## src/rtl/fp_alu_pkg.sv

```systemverilog
// Shared encodings for the streaming FP32 add/subtract unit: FSM states,
// opcodes, the word width and a leading-zero counter used by the adder.
package fp_alu_pkg;

    localparam int FP32_W = 32;

    typedef enum logic [2:0] {
        ST_IDLE   = 3'd0,
        ST_LOAD_A = 3'd1,
        ST_LOAD_B = 3'd2,
        ST_EXEC   = 3'd3,
        ST_OUTPUT = 3'd4
    } state_e;

    localparam logic [1:0] OP_ADD     = 2'b00;
    localparam logic [1:0] OP_SUB     = 2'b01;
    localparam logic [1:0] OP_RSUB    = 2'b10;
    localparam logic [1:0] OP_ABSDIFF = 2'b11;

    function automatic logic [4:0] lzc27(input logic [26:0] v);
        logic found;
        found = 1'b0;
        lzc27 = 5'd0;
        for (int i = 26; i >= 0; i--) begin
            if (!found && v[i]) begin
                found = 1'b1;
                lzc27 = 5'(26 - i);
            end
        end
    endfunction

endpackage

```

## src/rtl/fp_addsub.sv

```systemverilog
// Combinational IEEE-754 single-precision add/subtract, round-to-nearest-even.
// Subnormal inputs and results are flushed to zero.
module fp_addsub
    import fp_alu_pkg::*;
(
    input  logic [FP32_W-1:0] a,
    input  logic [FP32_W-1:0] b,
    input  logic              sub,
    output logic [FP32_W-1:0] result
);

    logic [31:0] bx;
    logic [31:0] l;
    logic [31:0] s;
    logic        swap;
    logic        eff_sub;
    logic [7:0]  el;
    logic [7:0]  es;
    logic [7:0]  d_exp;
    logic [4:0]  sh;
    logic [23:0] ml;
    logic [23:0] ms;
    logic [49:0] tmp;
    logic [26:0] sm;
    logic [27:0] lx;
    logic [27:0] sx;
    logic [27:0] sum;
    logic [4:0]  lz;
    logic [26:0] norm;
    logic        round_up;
    logic [24:0] mant;
    logic signed [9:0] exp_n;
    logic signed [9:0] exp_r;
    logic [22:0] frac;
    logic        a_nan;
    logic        b_nan;
    logic        a_inf;
    logic        b_inf;

    assign bx   = {b[31] ^ sub, b[30:0]};
    assign swap = bx[30:0] > a[30:0];
    assign l    = swap ? bx : a;
    assign s    = swap ? a : bx;

    assign eff_sub = l[31] ^ s[31];
    assign el      = l[30:23];
    assign es      = s[30:23];
    assign ml      = (el != 8'd0) ? {1'b1, l[22:0]} : 24'd0;
    assign ms      = (es != 8'd0) ? {1'b1, s[22:0]} : 24'd0;
    assign d_exp   = el - es;
    assign sh      = (d_exp > 8'd31) ? 5'd31 : d_exp[4:0];

    // Align the smaller operand; everything shifted past the round bit folds into sticky.
    assign tmp = {ms, 26'd0} >> sh;
    assign sm  = {tmp[49:24], tmp[23] | (|tmp[22:0])};
    assign lx  = {1'b0, ml, 3'b000};
    assign sx  = {1'b0, sm};
    assign sum = eff_sub ? (lx - sx) : (lx + sx);

    assign a_nan = (&a[30:23]) & (|a[22:0]);
    assign b_nan = (&bx[30:23]) & (|bx[22:0]);
    assign a_inf = (&a[30:23]) & ~(|a[22:0]);
    assign b_inf = (&bx[30:23]) & ~(|bx[22:0]);

    always_comb begin
        lz = lzc27(sum[26:0]);
        if (sum[27]) begin
            norm  = {sum[27:2], sum[1] | sum[0]};
            exp_n = $signed({2'b00, el}) + 10'sd1;
        end else begin
            norm  = sum[26:0] << lz;
            exp_n = $signed({2'b00, el}) - $signed({5'd0, lz});
        end
        round_up = norm[2] & (norm[3] | norm[1] | norm[0]);
        mant     = {1'b0, norm[26:3]} + {24'd0, round_up};
        if (mant[24]) begin
            exp_r = exp_n + 10'sd1;
            frac  = mant[23:1];
        end else begin
            exp_r = exp_n;
            frac  = mant[22:0];
        end
    end

    always_comb begin
        if (a_nan || b_nan || (a_inf && b_inf && (a[31] ^ bx[31]))) begin
            result = 32'h7FC0_0000;
        end else if (a_inf) begin
            result = {a[31], 8'hFF, 23'd0};
        end else if (b_inf) begin
            result = {bx[31], 8'hFF, 23'd0};
        end else if (sum == 28'd0) begin
            result = eff_sub ? 32'd0 : {l[31], 31'd0};
        end else if (exp_r >= 10'sd255) begin
            result = {l[31], 8'hFF, 23'd0};
        end else if (exp_r <= 10'sd0) begin
            result = {l[31], 31'd0};
        end else begin
            result = {l[31], exp_r[7:0], frac};
        end
    end

endmodule

```

## src/rtl/fp_stream_alu.sv

```systemverilog
// Streaming FP32 add/sub: operands arrive as BUS_W-wide beats (LS first), the
// result leaves the same way after EXEC_LAT cycles of settle time for the adder.
//
// state     | meaning
// IDLE      | waiting for A beat 0 (captures opcode)
// LOAD_A    | collecting remaining A beats
// LOAD_B    | collecting B beats
// EXEC      | adder settling, result registered on last cycle
// OUTPUT    | presenting result beats
module fp_stream_alu
    import fp_alu_pkg::*;
#(
    parameter int BUS_W    = 8,
    parameter int EXEC_LAT = 1
)
(
    input  logic             clk,
    input  logic             rst_n,
    input  logic [BUS_W-1:0] in_data,
    input  logic             in_valid,
    output logic             in_ready,
    input  logic [1:0]       opcode,
    input  logic             abort,
    output logic [BUS_W-1:0] out_data,
    output logic             out_valid,
    input  logic             out_ready,
    output logic             busy,
    output logic [2:0]       state_out
);

    localparam int               BEATS     = FP32_W / BUS_W;
    localparam int               CNT_W     = (BEATS > 1) ? $clog2(BEATS) : 1;
    localparam logic [CNT_W-1:0] LAST_BEAT = CNT_W'(BEATS - 1);
    localparam logic [1:0]       EXEC_INIT = 2'(EXEC_LAT - 1);

    state_e              state_q;
    logic [CNT_W-1:0]    beat_q;
    logic [1:0]          exec_q;
    logic [FP32_W-1:0]   a_q;
    logic [FP32_W-1:0]   b_q;
    logic [FP32_W-1:0]   result_q;
    logic [1:0]          op_q;
    logic                out_valid_q;

    logic [FP32_W-1:0]   add_a;
    logic [FP32_W-1:0]   add_b;
    logic [FP32_W-1:0]   add_res;
    logic [FP32_W-1:0]   res_fixed;
    logic                add_sub;
    logic                in_fire;
    logic                out_fire;
    logic                last_beat;

    assign in_ready  = (state_q == ST_IDLE) || (state_q == ST_LOAD_A) || (state_q == ST_LOAD_B);
    assign in_fire   = in_valid & in_ready;
    assign out_fire  = out_valid_q & out_ready;
    assign last_beat = (beat_q == LAST_BEAT);

    // Reverse subtract reuses the single adder by swapping its inputs.
    assign add_a     = (op_q == OP_RSUB) ? b_q : a_q;
    assign add_b     = (op_q == OP_RSUB) ? a_q : b_q;
    assign add_sub   = (op_q != OP_ADD);
    assign res_fixed = {(op_q == OP_ABSDIFF) ? 1'b0 : add_res[31], add_res[30:0]};

    fp_addsub u_addsub (
        .a      (add_a),
        .b      (add_b),
        .sub    (add_sub),
        .result (add_res)
    );

    always_ff @(posedge clk or negedge rst_n) begin
        if (!rst_n) begin
            state_q     <= ST_IDLE;
            beat_q      <= '0;
            exec_q      <= 2'd0;
            a_q         <= '0;
            b_q         <= '0;
            result_q    <= '0;
            op_q        <= OP_ADD;
            out_valid_q <= 1'b0;
        end else if (abort) begin
            state_q     <= ST_IDLE;
            beat_q      <= '0;
            exec_q      <= 2'd0;
            a_q         <= '0;
            b_q         <= '0;
            result_q    <= '0;
            op_q        <= OP_ADD;
            out_valid_q <= 1'b0;
        end else begin
            case (state_q)
                ST_IDLE: begin
                    if (in_fire) begin
                        a_q[BUS_W-1:0] <= in_data;
                        op_q           <= opcode;
                        beat_q         <= (BEATS == 1) ? '0 : CNT_W'(1);
                        state_q        <= (BEATS == 1) ? ST_LOAD_B : ST_LOAD_A;
                    end
                end
                ST_LOAD_A: begin
                    if (in_fire) begin
                        a_q[int'(beat_q)*BUS_W +: BUS_W] <= in_data;
                        if (last_beat) begin
                            beat_q  <= '0;
                            state_q <= ST_LOAD_B;
                        end else begin
                            beat_q <= beat_q + 1'b1;
                        end
                    end
                end
                ST_LOAD_B: begin
                    if (in_fire) begin
                        b_q[int'(beat_q)*BUS_W +: BUS_W] <= in_data;
                        if (last_beat) begin
                            beat_q  <= '0;
                            exec_q  <= EXEC_INIT;
                            state_q <= ST_EXEC;
                        end else begin
                            beat_q <= beat_q + 1'b1;
                        end
                    end
                end
                ST_EXEC: begin
                    if (exec_q == 2'd0) begin
                        result_q    <= res_fixed;
                        out_valid_q <= 1'b1;
                        state_q     <= ST_OUTPUT;
                    end else begin
                        exec_q <= exec_q - 2'd1;
                    end
                end
                ST_OUTPUT: begin
                    if (out_fire) begin
                        if (last_beat) begin
                            beat_q      <= '0;
                            out_valid_q <= 1'b0;
                            state_q     <= ST_IDLE;
                        end else begin
                            beat_q <= beat_q + 1'b1;
                        end
                    end
                end
                default: begin
                    state_q     <= ST_IDLE;
                    beat_q      <= '0;
                    exec_q      <= 2'd0;
                    out_valid_q <= 1'b0;
                end
            endcase
        end
    end

    always_comb begin
        out_data = '0;
        if (out_valid_q) begin
            out_data = result_q[int'(beat_q)*BUS_W +: BUS_W];
        end
    end

    assign out_valid = out_valid_q;
    assign busy      = (state_q != ST_IDLE);
    assign state_out = state_q;

endmodule

```

## config.mk

```make
export PLATFORM = sky130hd
export DESIGN_NAME = fp_stream_alu
export DESIGN_NICKNAME = d
export VERILOG_FILES = /design/src/rtl/fp_alu_pkg.sv /design/src/rtl/fp_addsub.sv /design/src/rtl/fp_stream_alu.sv
export SDC_FILE = /design/constraint.sdc
export NUM_CORES = 1
export LEC_CHECK = 0
export BUFFER_PORTS_ARGS = -buffer_cell sky130_fd_sc_hd__buf_4
export CAP_MARGIN = 20
export CORE_MARGIN = 2
export CORE_UTILIZATION = 48
export CTS_CLUSTER_SIZE = 8
export DETAILED_ROUTE_END_ITERATION = 8
export GPL_TIMING_DRIVEN = 0
export HOLD_SLACK_MARGIN = 0.03
export PLACE_DENSITY = 0.66
export SLEW_MARGIN = 15
export SYNTH_ARGS = -nofsm -noshare
export SYNTH_HDL_FRONTEND = slang
export SYNTH_HIERARCHICAL = 1
export SYNTH_SLANG_ARGS = --single-unit
```

## constraint.sdc

```tcl
create_clock -name clk -period 17.8 [get_ports clk]
set_input_delay 4.45 -clock clk [delete_from_list [all_inputs] [get_ports clk]]
set_output_delay 4.45 -clock clk [all_outputs]
set_load 0.1 [all_outputs]
```

# After elaboration in Yosys (flattened, before gate mapping)
# Cells that the tools add are included.
[totals] register_bits=106 input_bits=15 out_inout_bits=14 wordCells=268
[classes] add_sub_neg=10 magnitude_cmp=4 n_eq_ne=20 shift=5 muxes=115 n_bitwise=16 reduce_logical=89
[op_table] operator="32-bit two-way mux" count=17
[op_table] operator="24-bit two-way mux" count=3
[op_table] operator="23-bit OR reduction" count=3
[op_table] operator="32-bit bitwise mux" count=2
[op_table] operator="31-bit two-way mux" count=2
[op_table] operator="5-bit two-way mux" count=12
[op_table] operator="50-bit by 5-bit right shift with 50-bit output" count=1
[op_table] operator="3-bit two-way mux" count=13
[op_table] operator="5-bit negator with 33-bit output" count=1
[op_table] operator="8-bit by 33-bit variable shift with 32-bit output, first input constant" count=1
[op_table] operator="8-bit by 33-bit variable part select with 32-bit output" count=1
[op_table] operator="1-bit two-way mux" count=32
[op_table] operator="4-bit two-way mux" count=8
[op_table] operator="32-bit by 6-bit variable part select with 8-bit output" count=1
[op_table] operator="31-bit greater-than comparator" count=1
[op_table] operator="27-bit by 27-bit adder with 28-bit output" count=1
[op_table] operator="1-bit logical AND" count=28
[op_table] operator="28-bit zero test" count=1
[op_table] operator="2-bit two-way mux" count=14
[op_table] operator="28-bit two-way mux" count=1
[op_table] operator="27-bit by 27-bit subtractor with 28-bit output" count=1
[op_table] operator="27-bit two-way mux" count=1
[op_table] operator="3-bit inequality test, second input constant" count=9
[op_table] operator="27-bit by 5-bit left shift with 27-bit output" count=1
[op_table] operator="42 further kinds" count=104

# Logic depth before layout (Yosys ltp)
[logic_depth] ltp_word=109 depth_mapped=79 depth_no_buf=64

# By module
# The synthesis kept the hierarchy.
[modules_own_cells] mod="fp_addsub" instances=1 cells_per_inst=2060 area_per_inst_um2=13192.7 seq_area_each_um2=0.0
[modules_own_cells] mod="fp_stream_alu" instances=1 cells_per_inst=585 area_per_inst_um2=5272.6 seq_area_each_um2=2652.5

# Worst setup path before layout
# Ideal clock, no wire load.
[synth_timing] path_kind="register to register" start="reg op_q[1]" end="reg result_q[16]" setup_time_ps=121 arrival_time_ps=14515 required_ps=17679 slack_ps=3164 path_stages_with_launch=77 path_buffers=17 period_less_slack_ps=14636 path_cell_list="dfrtp_1 > nor2b_1 > clkbuf_1 > buf_1 > nand2_1 > nand2_1 > inv_1 > ha_1 > buf_2 > a211oi_2 > nor2_1 > a311o_1 > o21a_1 > buf_4 > nand2_2 > buf_4 > buf_6 > buf_2 > (+41 left out) > inv_1 > fa_1 > a21o_1 > a21oi_1 > inv_1 > a21oi_1 > a31oi_1 > xnor2_1 > nor3_1 > nand2_1 > nor2_1 > nand4_1 > xnor2_1 > a32oi_1 > a211o_1 > buf_2 > a21oi_1 > a22o_1"
[synth_between] elab_chain_cells=108 word_cells_on_any_way=166 cone_classes="add/sub: 7; order compare: 4; eq/ne: 1; shift: 2; mux: 73; bitwise: 14; reduce/logical: 65"
[synth_lines] item="from (decl)" line_no="fp_stream_alu.sv:42" source="logic [1:0] op_q;"
[synth_lines] item="from (signal assigned)" line_no="fp_stream_alu.sv:96" source="op_q <= opcode;"
[synth_lines] item="2-bit equality test *" line_no="fp_stream_alu.sv:60" source="assign add_a = (op_q == OP_RSUB) ? b_q : a_q;"
[synth_lines] item="32-bit two-way mux *" line_no="fp_stream_alu.sv:60"
[synth_lines] item="net add_a[28]" line_no="fp_stream_alu.sv:45" source="logic [FP32_W-1:0] add_a;"
[synth_lines] item="31-bit greater-than comparator" line_no="fp_addsub.sv:41" source="assign swap = bx[30:0] > a[30:0];"
[synth_lines] item="32-bit two-way mux (on tied branches)" line_no="fp_addsub.sv:42, fp_addsub.sv:43"
[synth_lines] item="8-bit subtractor" line_no="fp_addsub.sv:50" source="assign d_exp = el - es;"
[synth_lines] item="8-bit by 5-bit greater-than comparator with 1-bit output" line_no="fp_addsub.sv:51" source="assign sh = (d_exp > 8'd31) ? 5'd31 : d_exp[4:0];"
[synth_lines] item="5-bit two-way mux" line_no="fp_addsub.sv:51"
[synth_lines] item="(+94 left out)"
[synth_lines] item="32-bit two-way mux" line_no="fp_addsub.sv:92" source="end else if (sum == 28'd0) begin"
[synth_lines] item="32-bit two-way mux" line_no="fp_addsub.sv:90" source="end else if (b_inf) begin"
[synth_lines] item="32-bit two-way mux" line_no="fp_addsub.sv:88" source="end else if (a_inf) begin"
[synth_lines] item="32-bit two-way mux *" line_no="fp_addsub.sv:86" source="if (a_nan || b_nan || (a_inf && b_inf && (a[31] ^ bx[31]))) begin"
[synth_lines] item="net add_res[16]" line_no="fp_stream_alu.sv:47" source="logic [FP32_W-1:0] add_res;"
[synth_lines] item="32-bit two-way mux *" line_no="fp_stream_alu.sv:125" source="if (exec_q == 2'd0) begin"
[synth_lines] item="32-bit two-way mux *" line_no="fp_stream_alu.sv:92" source="case (state_q)"
[synth_lines] item="32-bit two-way mux *" line_no="fp_stream_alu.sv:82" source="end else if (abort) begin"
[synth_lines] item="to (signal assigned)" line_no="fp_stream_alu.sv:126" source="result_q <= res_fixed;"
[synth_lines] item="to (decl)" line_no="fp_stream_alu.sv:41" source="logic [FP32_W-1:0] result_q;"
# Mark *: on every way through the listed nets, which the timed path passes. The rest lies on a longest branch. The select of a mux whose other input is x is not followed.
# A chain may end at the register's enable or synchronous reset.

# Worst setup path after layout
[layout_timing] start="reg op_q[1]" end="reg result_q[0]"
# Same word-level chain as after synthesis.

==> summary.md <==
| Metric | Value |
|---|---|
| Vias | 22.2k |
| Ys flop type | dfrtp_1 |
| Cell variety after synth | 115 |
| Ranking of synthesized cells by area | dfrtp_1 14%, nand2_1 9.7%, ha_1 6.6% |
| Total Wirelength | 81,200 um |
| Clock buffer depth | 2 |
| Htree depth | 3 |
| FP Rows | 71 |
| Total Routing Usage GR | 39.2% |
| DR pass1 iterations | 8 |
| Max Fclk | 0.0593 GHz |
| Final setup vio count | 0 |
| Worst Skew | 0.00695 ns |
| Placed cell area | 19,300 sq um |
| Max-Cap Viols | 0 |
| Post-synthesis register bit count | 106 |
| Initial antenna violation count | 0 |
| Warnings from Yosys | 6 |
| Gpl congestion | 1.06 |
| Diode count | 0 |
| EDFF count, synth | 0 |
| Most frequent cells in the layout | 476 x nand2_1, 189 x nor2_1, 183 x a21oi_1 |
| Most common cell after layout, fill and taps aside | nand2_1 |
| CP peak stage delay | 0.44 ns |
| Required @ worst endpoint | 18.10 ns |
| Buf+Inv Stages, Crit Path | 17 |
| Worst-path clk slew | 0.07 ns |
| Hold/Removal Path Class | flop to flop |
| Post-layout minimum cycle time | 16.86 ns |
| CP dominant cell by count | a21oi_1 |
| Gate Count Post-Synth | 2,645 |
| Critical path class | flop to flop |
| Starting Density | 48.9% |
| Syn_nets | 2,759 |
| CP max-delay cell | fa_1 |
| Layout cells sized above 1 | 10.2% |
| Layout area overhead | 7.02% |
| TritonCTS Sinks | 106 |
| Final net count | 2,796 |
| Synthesized cell area | 18,500 sq um |
| Vias in the first global route | 20.7k |
| Antenna Nets Post-Route | 0 |
| CP Launch Type | flop |
| Fin. max-slew vios | 0 |
| Synth top area share | 14.4% |
| Largest fanout on the critical path | 37 |
| DRC | 0 |
| Largest area contributor in the netlist | dfrtp_1 |
| Avg Cell Area, Syn | 6.98 sq um |
| Die Y | 200 um |
| Number of CTS-inserted buffers | 9 |
| Unrepaired setup endpoints after global routing | no |
| Overflow after GRT | 0 |
| CORE AREA | 37,800 sq um |
| Worst skew pair latency | 0.37 ns |
| Run status | complete, no violations |
| Setup ws final | 0.941 ns |
| Vias/cell | 6.93 |
| Post-Place Worst Slack | -1.51 ns |
| # IOs | 29 |
| Worst slew pin tran | 1.04 ns |
| Fillers | 3,786 |
| WP data arrival | 17.16 ns |
| Root buf cell | clkbuf_16 |
| Final Util | 52.3% |
| Die width | 200 um |
| Top delay family on crit path | compound AO/OA/AOI/OAI gates |
| Avg WL per Cell | 25.4 um |
| Final instance area | 19,800 sq um |
| CTS tree | built |
| Hold Violations, Final | 0 |
| Worst setup EP type | flop |
| Post-synth ARST share | 100% |
| Seq/Total Area, Yosys | 14.4% |
| Largest net degree at the start of global routing | 107 |
| Global-route wire length before repair | 125,000 um |
| DP Wirelength | 63,900 um |
| Slew headroom | 28.8% |
| Port-buffer cells | 27 |
| Die Area | 40,100 sq um |
| Final Cycle Share | 94.7% |
| First-iteration detailed-routing DRC count | 2,977 |
-- metrics by stage --
stage	setup TNS, ns	hold WS, ns	std cells
after global routing	0	0.526	3198
after floorplan	0	0.461	2645
after global placement	-34.24	0.484	3183
after CTS	0	0.511	3198
final	0	0.507	3198
after detailed placement	-41.41	0.490	3183
-- path summary, 6_finish.rpt --
kind,depth (start not counted),slack [ns],to,from
max,73,0.94,result_q[0],op_q[1]
min,1,0.51,result_q[22],result_q[22]
max reg2reg,73,0.94,result_q[0],op_q[1]
min reg2reg,1,0.51,result_q[22],result_q[22]
max in group asynchronous,1,12.92,result_q[19],rst_n
min in group asynchronous,1,4.15,a_q[8],rst_n
-- logic make-up after synthesis --
kind of cell / count (synthesis) / synth area share (%)
xor+xnor: 66 / 3.13
compound gates: 858 / 32.9
buf+inv: 298 / 6.83
mux: 107 / 7.07
fa+ha+maj: 99 / 6.79
simple gates: 1111 / 28.9
flops: 106 / 14.4
-- repair_timing --
item,in CTS,in global routing
buffers inserted,1,0
gates resized for setup,13,32
pin swaps,1,0
hold buffers,0,0
endpoints found under the setup margin,31,31
-- cell type report --
| cell class | count | area [sq um] | area share [%] |
|---|---|---|---|
| multi-input combinational | 2241 | 14700 | 74.4 |
| sequential | 106 | 2650 | 13.4 |
| buffer | 165 | 777 | 3.93 |
| tap | 511 | 639 | 3.24 |
| inverter | 128 | 480 | 2.43 |
| timing repair buffer | 31 | 229 | 1.16 |
| clock buffer | 9 | 225 | 1.14 |
| clock inverter | 7 | 58.8 | 0.298 |
-- layer usage --
metal | share of wire [%] | global-route usage [%]
met5 | 0 | 0
met4 | 6.1 | 19.7
met3 | 9.2 | 7.96
met2 | 44 | 62.0
met1 | 41 | 50.9
-- cell usage after synthesis (all sizes together), types with 53 or more instances --
cell	number
nand2	480
nor2	191
a21oi	184
o21ai	158
inv	128
dfrtp	106
ha	97
clkbuf	86
buf	84
nor3	78
nand3	76
a22o	67
mux2i	57
nor4	53
-- flip-flops by register name (all words and copies together) (netlist names) --
signal,flops
a_q,32
b_q,32
result_q,32
state_out,3
beat_q,2
exec_q,2
op_q,2
out_valid,1
Power is left out: the tool's default activity adds up to more than one toggle a clock period on the data nets, which glitch-free logic cannot reach.
